**src/rtl/bus_test_monitor.sv**
```systemverilog
// Self-test monitor for a CPU under test: decodes magic-address stores into a
// pass/fail/timeout verdict and keeps PC, cycle, instruction and scratch records.
module bus_test_monitor #(
    parameter int                ADDR_W         = 32,
    parameter int                DATA_W         = 32,
    parameter logic [ADDR_W-1:0] BASE_ADDR      = 32'h0001_FFF0,
    parameter int                N_CH           = 4,
    parameter logic [DATA_W-1:0] PASS_CODE      = 32'h0000_0001,
    parameter logic [DATA_W-1:0] FAIL_CODE      = 32'hDEAD_BEEF,
    parameter int                TIMEOUT_CYCLES = 50000,
    parameter int                WDOG_MODE      = 0
) (
    input  logic                       clk,
    input  logic                       rst,
    input  logic [ADDR_W-1:0]          bus_addr,
    input  logic [DATA_W-1:0]          bus_wdata,
    input  logic [DATA_W/8-1:0]        dmem_we,
    input  logic                       dmem_ce,
    input  logic [31:0]                pc,
    input  logic                       fetch_strobe,
    output logic                       done,
    output logic                       pass,
    output logic                       fail,
    output logic                       timeout,
    output logic                       done_pulse,
    output logic [31:0]                end_pc,
    output logic [31:0]                cycle_count,
    output logic [31:0]                instr_count,
    output logic [(N_CH-2)*DATA_W-1:0] scratch
);

    localparam int                NB        = DATA_W / 8;
    localparam int                SCR_W     = (N_CH - 2) * DATA_W;
    localparam logic [31:0]       TMO_LIMIT = 32'(TIMEOUT_CYCLES - 1);
    localparam logic [ADDR_W-1:0] SPAN      = ADDR_W'(4 * N_CH);

    typedef enum logic [2:0] {
        S_IDLE = 3'd0,
        S_RUN  = 3'd1,
        S_PASS = 3'd2,
        S_FAIL = 3'd3,
        S_TMO  = 3'd4
    } state_t;

    state_t            state_q, state_d;
    logic [31:0]       tmo_cnt_q, tmo_cnt_d;
    logic              done_q, done_d;
    logic              pass_q, pass_d;
    logic              fail_q, fail_d;
    logic              timeout_q, timeout_d;
    logic              done_pulse_q, done_pulse_d;
    logic [31:0]       end_pc_q, end_pc_d;
    logic [31:0]       cycle_count_q, cycle_count_d;
    logic [31:0]       instr_count_q, instr_count_d;
    logic [SCR_W-1:0]  scratch_q, scratch_d;

    logic              is_write;
    logic [ADDR_W-1:0] offset;
    logic              hit;
    logic [2:0]        ch;
    logic              status_wr;
    logic              hb_wr;
    logic              terminal;
    logic              terminal_next;
    logic              enter_term;

    // Unsigned offset wraps for addresses below the base, so one compare covers both range ends.
    assign is_write  = dmem_ce && (dmem_we == {NB{1'b1}});
    assign offset    = bus_addr - BASE_ADDR;
    assign hit       = is_write && (offset < SPAN) && (offset[1:0] == 2'b00);
    assign ch        = offset[4:2];
    assign status_wr = hit && (ch == 3'd0);
    assign hb_wr     = hit && (ch == 3'd1);
    assign terminal  = (state_q == S_PASS) || (state_q == S_FAIL) || (state_q == S_TMO);

    // Next-state logic; a status write outranks timeout expiry in the same cycle.
    always_comb begin
        state_d = state_q;
        case (state_q)
            S_IDLE: begin
                if (status_wr && (bus_wdata == PASS_CODE)) begin
                    state_d = S_PASS;
                end else if (status_wr && (bus_wdata == FAIL_CODE)) begin
                    state_d = S_FAIL;
                end else if (fetch_strobe) begin
                    state_d = S_RUN;
                end else begin
                    state_d = S_IDLE;
                end
            end
            S_RUN: begin
                if (status_wr && (bus_wdata == PASS_CODE)) begin
                    state_d = S_PASS;
                end else if (status_wr && (bus_wdata == FAIL_CODE)) begin
                    state_d = S_FAIL;
                end else if ((tmo_cnt_q == TMO_LIMIT) && !((WDOG_MODE == 1) && hb_wr)) begin
                    state_d = S_TMO;
                end else begin
                    state_d = S_RUN;
                end
            end
            S_PASS:  state_d = S_PASS;
            S_FAIL:  state_d = S_FAIL;
            S_TMO:   state_d = S_TMO;
            default: state_d = S_IDLE;
        endcase
    end

    // Counters, verdict outputs and scratch capture, all computed from the next state.
    always_comb begin
        terminal_next = (state_d == S_PASS) || (state_d == S_FAIL) || (state_d == S_TMO);
        enter_term    = !terminal && terminal_next;

        if (state_q == S_RUN) begin
            if ((WDOG_MODE == 1) && hb_wr) begin
                tmo_cnt_d = 32'd0;
            end else begin
                tmo_cnt_d = tmo_cnt_q + 32'd1;
            end
        end else if (state_q == S_IDLE) begin
            tmo_cnt_d = 32'd0;
        end else begin
            tmo_cnt_d = tmo_cnt_q;
        end

        done_d       = terminal_next;
        pass_d       = (state_d == S_PASS);
        fail_d       = (state_d == S_FAIL);
        timeout_d    = (state_d == S_TMO);
        done_pulse_d = enter_term;

        if (enter_term) begin
            end_pc_d = pc;
        end else begin
            end_pc_d = end_pc_q;
        end

        if ((state_q == S_RUN) && (cycle_count_q != 32'hFFFF_FFFF)) begin
            cycle_count_d = cycle_count_q + 32'd1;
        end else begin
            cycle_count_d = cycle_count_q;
        end

        if (!terminal && fetch_strobe && (instr_count_q != 32'hFFFF_FFFF)) begin
            instr_count_d = instr_count_q + 32'd1;
        end else begin
            instr_count_d = instr_count_q;
        end

        scratch_d = scratch_q;
        for (int i = 2; i < N_CH; i++) begin
            if (!terminal && hit && (ch == 3'(i))) begin
                scratch_d[(i-2)*DATA_W +: DATA_W] = bus_wdata;
            end else begin
                scratch_d[(i-2)*DATA_W +: DATA_W] = scratch_q[(i-2)*DATA_W +: DATA_W];
            end
        end
    end

    // State and output registers with synchronous active-low reset.
    always_ff @(posedge clk) begin
        if (!rst) begin
            state_q       <= S_IDLE;
            tmo_cnt_q     <= 32'd0;
            done_q        <= 1'b0;
            pass_q        <= 1'b0;
            fail_q        <= 1'b0;
            timeout_q     <= 1'b0;
            done_pulse_q  <= 1'b0;
            end_pc_q      <= 32'd0;
            cycle_count_q <= 32'd0;
            instr_count_q <= 32'd0;
            scratch_q     <= '0;
        end else begin
            state_q       <= state_d;
            tmo_cnt_q     <= tmo_cnt_d;
            done_q        <= done_d;
            pass_q        <= pass_d;
            fail_q        <= fail_d;
            timeout_q     <= timeout_d;
            done_pulse_q  <= done_pulse_d;
            end_pc_q      <= end_pc_d;
            cycle_count_q <= cycle_count_d;
            instr_count_q <= instr_count_d;
            scratch_q     <= scratch_d;
        end
    end

    assign done        = done_q;
    assign pass        = pass_q;
    assign fail        = fail_q;
    assign timeout     = timeout_q;
    assign done_pulse  = done_pulse_q;
    assign end_pc      = end_pc_q;
    assign cycle_count = cycle_count_q;
    assign instr_count = instr_count_q;
    assign scratch     = scratch_q;

endmodule

```
**config.mk**
```make
export PLATFORM = sky130hd
export DESIGN_NAME = bus_test_monitor
export DESIGN_NICKNAME = d
export VERILOG_FILES = /design/src/rtl/bus_test_monitor.sv
export SDC_FILE = /design/constraint.sdc
export NUM_CORES = 1
export LEC_CHECK = 0
export CAP_MARGIN = 20
export CORE_UTILIZATION = 43
export CTS_CLUSTER_SIZE = 30
export DETAILED_ROUTE_END_ITERATION = 12
export HOLD_SLACK_MARGIN = 0.1
export PLACE_DENSITY = 0.77
export SYNTH_ARGS = -nofsm -noshare
export SYNTH_HDL_FRONTEND = slang
export SYNTH_SLANG_ARGS = --single-unit
```
**constraint.sdc**
```tcl
create_clock -name clk -period 2.7 [get_ports clk]
set_input_delay 0.675 -clock clk [delete_from_list [all_inputs] [get_ports clk]]
set_output_delay 0.675 -clock clk [all_outputs]
set_load 0.05 [all_outputs]
```
## After elaboration in Yosys (flattened, before gate mapping)

Index checks and enable logic that the tools add are counted.

| word-level totals | value |
|---|---|
| bits in registers | 200 |
| bits in latches | 0 |
| memory bits (writable) | 0 |
| memory bits (read-only) | 0 |
| input bits | 104 |
| output and inout port bits | 165 |
| logic and storage cells | 63 |
| memories | 0 |

| operators by class | value |
|---|---|
| add/subtract/negate cells | 4 |
| $mul | 0 |
| divide/modulo/power cells | 0 |
| order comparisons | 1 |
| eq/ne operators | 15 |
| shifts and indexed selects | 0 |
| muxes and demuxes | 9 |
| bitwise operators | 0 |
| reduce and logical (&&, ||, !) cells | 22 |

Operator list:

| cell | number |
|---|---|
| adder 32 x 1 -> 32 bit (second input constant) | 3 |
| 2-to-1 mux 32 bit | 2 |
| != test 32 bit (second input constant) | 2 |
| == test 32 x 1 -> 1 bit (second input constant) | 1 |
| == test 32 x 16 -> 1 bit (second input constant) | 1 |
| == test 32 bit (second input constant) | 1 |
| < comparator 32 x 5 -> 1 bit (second input constant) | 1 |
| subtractor 32 x 17 -> 32 bit (second input constant) | 1 |
| == test 3 x 2 -> 1 bit (second input constant) | 6 |
| one-hot mux 3 bit (5 select lines) | 1 |
| logical AND 1 bit | 13 |
| 2-to-1 mux 3 bit | 3 |
| == test 3 bit (second input constant) | 2 |
| logical NOT 3 bit | 2 |
| == test 4 bit (second input constant) | 1 |
| logical OR 1 bit | 4 |
| 2-to-1 mux 2 bit | 2 |
| == test 3 x 1 -> 1 bit (second input constant) | 1 |
| logical NOT 2 bit | 1 |
| nonzero test 2 bit | 1 |
| logical NOT 1 bit | 1 |
| 2-to-1 mux 1 bit | 1 |

## Logic depth before layout (Yosys ltp)

Gate-level depths: netlist of run 1.

| logic depth | value |
|---|---|
| word-level depth | 13 |
| mapped depth | 9 |
| depth with buffers taken out | 7 |

## Least setup slack after synthesis of run 1

Ideal clock, no wire load.

| path | value |
|---|---|
| path type | input to register |
| start point | input port bus_addr[27] |
| end point | register scratch_q[10], in the netlist scratch[10] |
| library setup time | 132 ps |
| data arrival time | 2505 ps |
| data required time | 2568 ps |
| path slack | 63 ps |
| stages | 8 |
| path buffers | 2 |
| cell sequence | or4b_1 -> nor4_1 -> nand4_1 -> or3_1 -> clkbuf_1 -> clkbuf_1 -> nand2_1 -> a21oi_1 |

| between the ends | value |
|---|---|
| cells in the longest elaborated chain, start to end | 6 |

Ends and longest elaborated chain:

| item | line | RTL |
|---|---|---|
| start: declaration | 15 | `input logic [ADDR_W-1:0] bus_addr,` |
| subtractor 32 x 17 -> 32 bit | 69 | `assign offset = bus_addr - BASE_ADDR;` |
| < comparator 32 x 5 -> 1 bit | 70 | `assign hit = is_write && (offset < SPAN) && (offset[1:0] == 2'b00);` |
| logical AND 1 bit (2 in a row) | 70 |  |
| logical AND 1 bit (2 in a row) | 152 | `if (!terminal && hit && (ch == 3'(i))) begin` |
| end signal: assignment | 185 | `scratch_q <= scratch_d;` |
| end: declaration | 55 | `logic [SCR_W-1:0] scratch_q, scratch_d;` |

Every way passes these cells.
A chain may end at the register's enable or synchronous reset.

## Final worst setup path of run 1

| path | value |
|---|---|
| start point | input port bus_addr[23] |
| end point | register end_pc_q[15], in the netlist end_pc[15] |

| between the ends | value |
|---|---|
| cells in the longest elaborated chain, start to end | 13 |

Ends and longest elaborated chain:

| item | line | RTL |
|---|---|---|
| subtractor 32 x 17 -> 32 bit * | 69 |  |
| < comparator 32 x 5 -> 1 bit * | 70 |  |
| logical AND 1 bit * (2 in a row) | 70 |  |
| logical AND 1 bit * | 72 | `assign status_wr = hit && (ch == 3'd0);` |
| logical AND 1 bit | 83, 94 |  |
| 2-to-1 mux 3 bit or 2-to-1 mux 2 bit (tied branches) | 94, 83 |  |
| 2-to-1 mux 3 bit or 2-to-1 mux 2 bit (tied branches) | 92, 81 |  |
| one-hot mux 3 bit (5 select lines) * | 79 | `case (state_q)` |
| == test 3 x 2 -> 1 bit | 111 | `terminal_next = (state_d == S_PASS) \|\| (state_d == S_FAIL) \|\| (state_d == S_TMO);` |
| logical OR 1 bit | 111 |  |
| logical OR 1 bit * | 111 |  |
| logical AND 1 bit * | 112 | `enter_term = !terminal && terminal_next;` |
| end signal: assignment | 182 | `end_pc_q <= end_pc_d;` |
| end: declaration | 52 | `logic [31:0] end_pc_q, end_pc_d;` |

Mark *: on every way between the ends. The rest lies on a longest branch, timed or not.

==> summary.txt, run 1 <==
Run status
  – Status: complete, no violations

Die
  – CORE AREA: 20200 sq um
  – Die footprint: between 20000 and 25000 sq um
  – Boundary pin count: 269
  – Die Height: 146 um
  – Starting Density: between 40 and 50%
  – Die X: 146 um
  – Row cnt: 52

Logic synthesis
  – Synthesized area: 8880 sq um
  – Syn nets: around 1200
  – Seq/Total Area, Yosys: 45.1%
  – Main synth FF type: dfxtp_1
  – Asr flop ratio synth: 0%
  – Mapped Avg Cell Area: 8.33 sq um
  – Number of synthesized flops with an enable pin: 0
  – Post-Synthesis Cells: 1066
  – Seq cells post-synth: 200
  – Synthesis warning total: 0
  – Synth cell types: 62

Global route
  – Initial antenna violation count: 0
  – Global route overflow: 0
  – Global Route Usage Sum: around 23%
  – Vias in the first global route: 7933
  – First-pass GRT wire length: around 39000 um
  – Largest net degree at the start of global routing: 107

Clocking
  – H-Tree Depth: 4
  – Clock sink total: 200
  – Clk pin slew, worst setup/hold paths: 80 ps
  – Clk buf depth: 2
  – CTS buffer count: 17
  – Skew-Pair Late Insertion Delay: 430 ps
  – Root buffer cell: clkbuf_16
  – Hold-fix buffers, CTS: 0
  – CTS tree: done

Timing
  – Final Hold Fails: 0
  – Worst slew margin: 56.3%
  – Final setup fails: 0
  – Worst Tran Pin Value: 656 ps
  – Period Utilization, post-route: 94.7%
  – Count of pins over their slew limit: 0
  – Tmin final: roughly 2600 ps
  – Final clock skew: 14.9 ps
  – Post-Route Setup TNS: 0 ps
  – Max Fclk: 391 MHz
  – Fin worst setup slack: 142 ps

Worst hold path
  – HP Class: flip-flop to flip-flop

Route
  – DRC Markers: 0
  – DR vias: 8530
  – Vias/cell: 5.23
  – Initial DRC count: 375
  – DR WL/cell: between 10 and 15 um
  – Drt first pass iters: 4
  – Antenna Nets Post-Route: 0
  – Final wirelength: 24200 um

Setup path
  – R2r endpoint: tmo_cnt_q[18]$_SDFFE_PN0P_
  – Critical Path Sink Type: flip-flop
  – Critical R2R Launch: tmo_cnt_q[0]$_SDFFE_PN0P_
  – CP startpoint: bus_addr[23]
  – Crit path to: end_pc[15]$_SDFFE_PN0P_
  – R2R Setup Slk: 180 ps
  – Peak fanout along the critical path: 8
  – Reg2Reg Depth: 7
  – Worst setup path class: primary input to flip-flop
  – CP Launch Type: primary input
  – Critical path arrival: 2920 ps
  – Required time worst endpoint: approximately 3100 ps

Pwr
  – Power share of the combinational group: 7.0%
  – Cell-internal power: 4400 uW
  – Maximum vdd drop: 0.414 mV
  – Lkg Pwr: 0.00446 uW
  – Pwr dens: 453 nW/um^2
  – Clock share of power: 41.8%
  – Part of the power in registers: between 50% and 60%
  – Net Sw Frac: between 20% and 30%
  – Psw: 1390 uW

Finish
  – # diodes: 0
  – Net count, final: ~1500
  – Layout cells sized above 1: 9.85%
  – Fillers: 1747
  – Final Instance Area: 12800 sq um
  – P&R area growth vs syn: 44.2%
  – Post-layout util: 63.3%

Placed design
  – Setup WS pre-CTS: -496 ps
  – Placer Congestion: about 0.84
  – Buffers on Ports: 268
  – Post-Place Cell Area: 12100 sq um
  – Dpl hpwl: 16700 um

Run
  – Max Cap Viol: 0
cell usage in the layout (no fill, tap or decap), drive strengths merged, types with 18 or more instances in the layout:
master	instances
nand3	48
nand2	250
nand4	37
xor2	27
mux2i	42
clkbuf	22
and3	27
dfxtp	200
clkdlybuf4s50	262
nor4	18
a21oi	91
buf	52
nor2	75
nor3	21
power by group through the flow:
stage	Sequential, uW	Clock (uW)	Combinational, uW
CTS	2970	2490	405
global placement	3040	0	401
finish	2970	2420	405
detailed placement	3040	0	402
floorplan	3050	0	133
global route	2970	2620	440
stage by stage:
stage | hold slack, ps | instances | total power, uW
final | 451 | 1631 | 5790
after global routing | 469 | 1631 | 6030
after CTS | 454 | 1626 | 5860
after detailed placement | 443 | 1594 | 3440
after global placement | 437 | 1594 | 3440
after floorplan | 462 | 1066 | 3190
flip-flops by register name, indices dropped and copies added, names as in the netlist:
| register | flops |
|---|---|
| instr_count | 32 |
| state_q | 3 |
| tmo_cnt_q | 32 |
| pass | 1 |
| done_pulse | 1 |
| timeout | 1 |
| cycle_count | 32 |
| done | 1 |
| end_pc | 32 |
| fail | 1 |
| scratch | 64 |
worst min path at each step:
stage	cells after the start	end	start	slack, ps
detailed placement	2	scratch[46]$_SDFFE_PN0P_	scratch[46]$_SDFFE_PN0P_	440
floorplan	1	tmo_cnt_q[30]$_SDFFE_PN0P_	tmo_cnt_q[30]$_SDFFE_PN0P_	460
global placement	2	scratch[44]$_SDFFE_PN0P_	scratch[44]$_SDFFE_PN0P_	440
finish	2	scratch[4]$_SDFFE_PN0P_	scratch[4]$_SDFFE_PN0P_	450
CTS	2	scratch[54]$_SDFFE_PN0P_	scratch[54]$_SDFFE_PN0P_	450
global route	2	scratch[18]$_SDFFE_PN0P_	scratch[18]$_SDFFE_PN0P_	470
critical path: stages:
cell and delay, ps:
clkdlybuf4s50_1 390, or4_4 490, nor4_2 270, nand4_1 170, a21o_1 240, a21oi_4 170
buf_12 150, clkbuf_16 170, mux2i_1 180
timing repair:
action	4_1_cts	5_1_grt
pin swaps	0	6
hold endpoints to repair	0	0
setup buffers	0	1
setup endpoints to repair	32	49
gates resized for setup	1	11
cloned	0	4
Yosys cell counts, drive strengths merged, types with 6 or more instances:
cell type	count	area, sq um
nand2	250	938
dfxtp	200	4000
a21oi	91	467
nor2	75	282
nand3	48	245
clkbuf	47	216
mux2i	42	420
nand4	37	231
and3	27	170
xor2	27	236
nor3	21	115
nor4	18	119
xnor2	17	149
or3	16	110
nand2b	15	93.8
o21ai	15	75.1
and4	14	125
buf	12	72.6
inv	10	37.5
or4	9	76.3
nor2b	6	37.5
o41ai	6	82.6
or2	6	37.5
cell type report:
cell class	instances	area [sq um]	share of cell area, %
clock inverter	13	110	0.860
sequential	200	4000	31.3
inverter	10	40.0	0.313
tap	270	338	2.64
timing repair buffer	322	3250	25.4
clock buffer	19	443	3.46
multi-input combinational	797	4610	36.0
kinds of logic (layout without fill, tap and decap cells):
family	Yosys count	count (layout)	synth area share, %
AO/OA/AOI/OAI	142	142	10.3
multiplexers	46	46	5.24
flip-flops	200	200	45.1
buffers and inverters	69	364	3.68
XOR/XNOR	44	44	4.34
adder cells (fa/ha/maj)	3	3	0.423
AND/OR/NAND/NOR	562	562	30.9
layer usage:
metal	GRT usage, %	part of all wire (%)	up-vias
met3	4.86	6.1	29
met2	36.5	47	249
met4	7.47	2.0	0
met5	0	0	-
met1	29.7	45	3983
li1	-	-	4269
(Power assumes the default switching activity.)
==> run 2, diff against run 1 <==
--- a/config.mk
+++ b/config.mk
@@ -7,6 +7,7 @@
 export LEC_CHECK = 0
 export CAP_MARGIN = 20
 export CORE_UTILIZATION = 43
+export CTS_CLUSTER_DIAMETER = 120
 export CTS_CLUSTER_SIZE = 30
 export DETAILED_ROUTE_END_ITERATION = 12
 export HOLD_SLACK_MARGIN = 0.1
==> constraint.sdc (replaced) <==
create_clock -name clk -period 2.7 [get_ports clk]
set_input_delay 0.54 -clock clk [delete_from_list [all_inputs] [get_ports clk]]
set_output_delay 0.54 -clock clk [all_outputs]
set_load 0.05 [all_outputs]
==> summary.txt, run 2 (synthesis results as in run 1) <==
Timing
  – Final setup fails: 0
  – Count of pins over their slew limit: 0
  – Tmin final: 2550 ps
  – Worst slew margin: 54.7%
  – RSZ-0062 raised after global routing: no
  – Period Utilization, post-route: 94.5%
  – Fin worst setup slack: 150 ps
  – Final Hold Fails: 0
  – Final clock skew: 8.21 ps
  – Worst Tran Pin Value: around 680 ps
  – Max Fclk: 392 MHz

Placed design
  – Setup WS pre-CTS: -332 ps
  – Placed Instances: around 1600
  – Placer Congestion: slightly above 0.8
  – Dpl hpwl: 16600 um
  – Buffers on Ports: 268
  – Post-Place Cell Area: about 12000 sq um

Finish
  – P&R area growth vs syn: 42.6%
  – Net count, final: 1447
  – # diodes: 0
  – Most frequent cells in the layout: clkdlybuf4s50_1, nand2_1, dfxtp_1, a21oi_1, nor2_1
  – Commonest non-fill, non-tap cell in the layout: clkdlybuf4s50_1
  – Post-layout util: 62.6%
  – Max FFs per register: 64
  – Layout cells sized above 1: 9.16%
  – Layout Cells excl Fill: about 1600
  – Final Instance Area: 12700 sq um

Setup path
  – CP Launch Type: primary input
  – Critical path arrival: 2910 ps
  – Max stage delay on crit path: 560 ps
  – Required time worst endpoint: 3060 ps
  – Peak fanout along the critical path: 33
  – Worst setup path class: primary input to flip-flop
  – Critical R2R Launch: tmo_cnt_q[0]$_SDFFE_PN0P_
  – CP startpoint: bus_addr[27]
  – Critical Path Sink Type: flip-flop
  – CP cell instances: clkdlybuf4s50_1, or4b_1, nor4_2, nand4_1, a21o_1, a21oi_4, buf_12, mux2i_1
  – CP max stage cell: or4b_1

Clocking
  – CTS buffer count: 17
  – Clock sink total: 200
  – CTS tree: done
  – Root buffer cell: clkbuf_16
  – Clk pin slew, worst setup/hold paths: 80 ps
  – Skew-Pair Late Insertion Delay: 430 ps
  – Hold-fix buffers, CTS: 0
  – Clk buf depth: 2
  – H-Tree Depth: 4

Worst hold path
  – HP Class: flip-flop to flip-flop
  – Hold Crit Start: scratch[44]$_SDFFE_PN0P_

Die
  – CORE AREA: 20200 sq um
  – Boundary pin count: 269
  – Die X: 146 um
  – Die footprint: 21200 sq um
  – Die Height: about 150 um
  – Starting Density: 43.9%
  – Row cnt: 52

Route
  – Antenna Nets Post-Route: 0
  – Drt first pass iters: 5
  – DR WL/cell: 14.7 um
  – Final wirelength: between 20000 and 25000 um
  – DRC Markers: 0
  – DR vias: 8547
  – Vias/cell: roughly 5.3
  – Initial DRC count: 416

Pwr
  – Maximum vdd drop: 0.430 mV
  – Pwr dens: approximately 460 nW/um^2
  – Lkg Pwr: 0.00434 uW
  – Tot Pwr: about 5900 uW

Run
  – Max Cap Viol: 0

Global route
  – First-pass GRT wire length: 39000 um
  – Initial antenna violation count: 0
  – Global Route Usage Sum: 22.2%
  – Vias in the first global route: roughly 7800
  – Global route overflow: 0
  – Largest net degree at the start of global routing: 107

Run status
  – Status: complete, no violations
[run 2: worst max-delay path: cells and delay by family]
kind	cells	cell delay, ps
AO/OA/AOI/OAI	2	380
multiplexers	1	230
buffers and inverters	2	640
AND/OR/NAND/NOR	3	1080
[run 2: area by class of cell]
cell class                      instances  area, sq um
Clock inverter                         15          143
Sequential cell                       200         4000
Fill cell                            1744         7570
Tap cell                              270          338
Multi-Input combinational cell        797         4590
Clock buffer                           17          425
Timing Repair Buffer                  314         3130
Inverter                               10         40.0
[run 2: final timing paths]
kind | end | slack [ps] | depth (start not counted)
max | end_pc[20]$_SDFFE_PN0P_ | 150 | 8
min | scratch[44]$_SDFFE_PN0P_ | 450 | 2
max reg2reg | tmo_cnt_q[21]$_SDFFE_PN0P_ | 200 | 6
min reg2reg | scratch[44]$_SDFFE_PN0P_ | 450 | 2
[run 2: power by group]
group	switching (uW)	internal (uW)	total [uW]
clock	1200	1300	2500
combinational	195	209	404
sequential	11.2	2960	2970
total	1410	4460	5870
[run 2: per-stage QoR]
stage | hold WS, ps | TNS [ps]
final | 452 | 0
after CTS | 454 | 0
after detailed placement | 444 | -25140
after floorplan | 462 | 0
after global routing | 471 | 0
after global placement | 438 | -25760
[run 2: repair_timing]
action	CTS	global route
buffers inserted	0	0
endpoints found under the setup margin	0	8
resized for setup	0	2
[run 2: routing by layer]
metal / vias to the layer above / GRT usage, % / share of wire (%)
met1: 4008 / 28.6 / 45
met4: 0 / 7.05 / 1.6
met3: 21 / 5.58 / 6.6
li1: 4261 / - / -
met5: - / 0 / 0
met2: 257 / 36.5 / 47
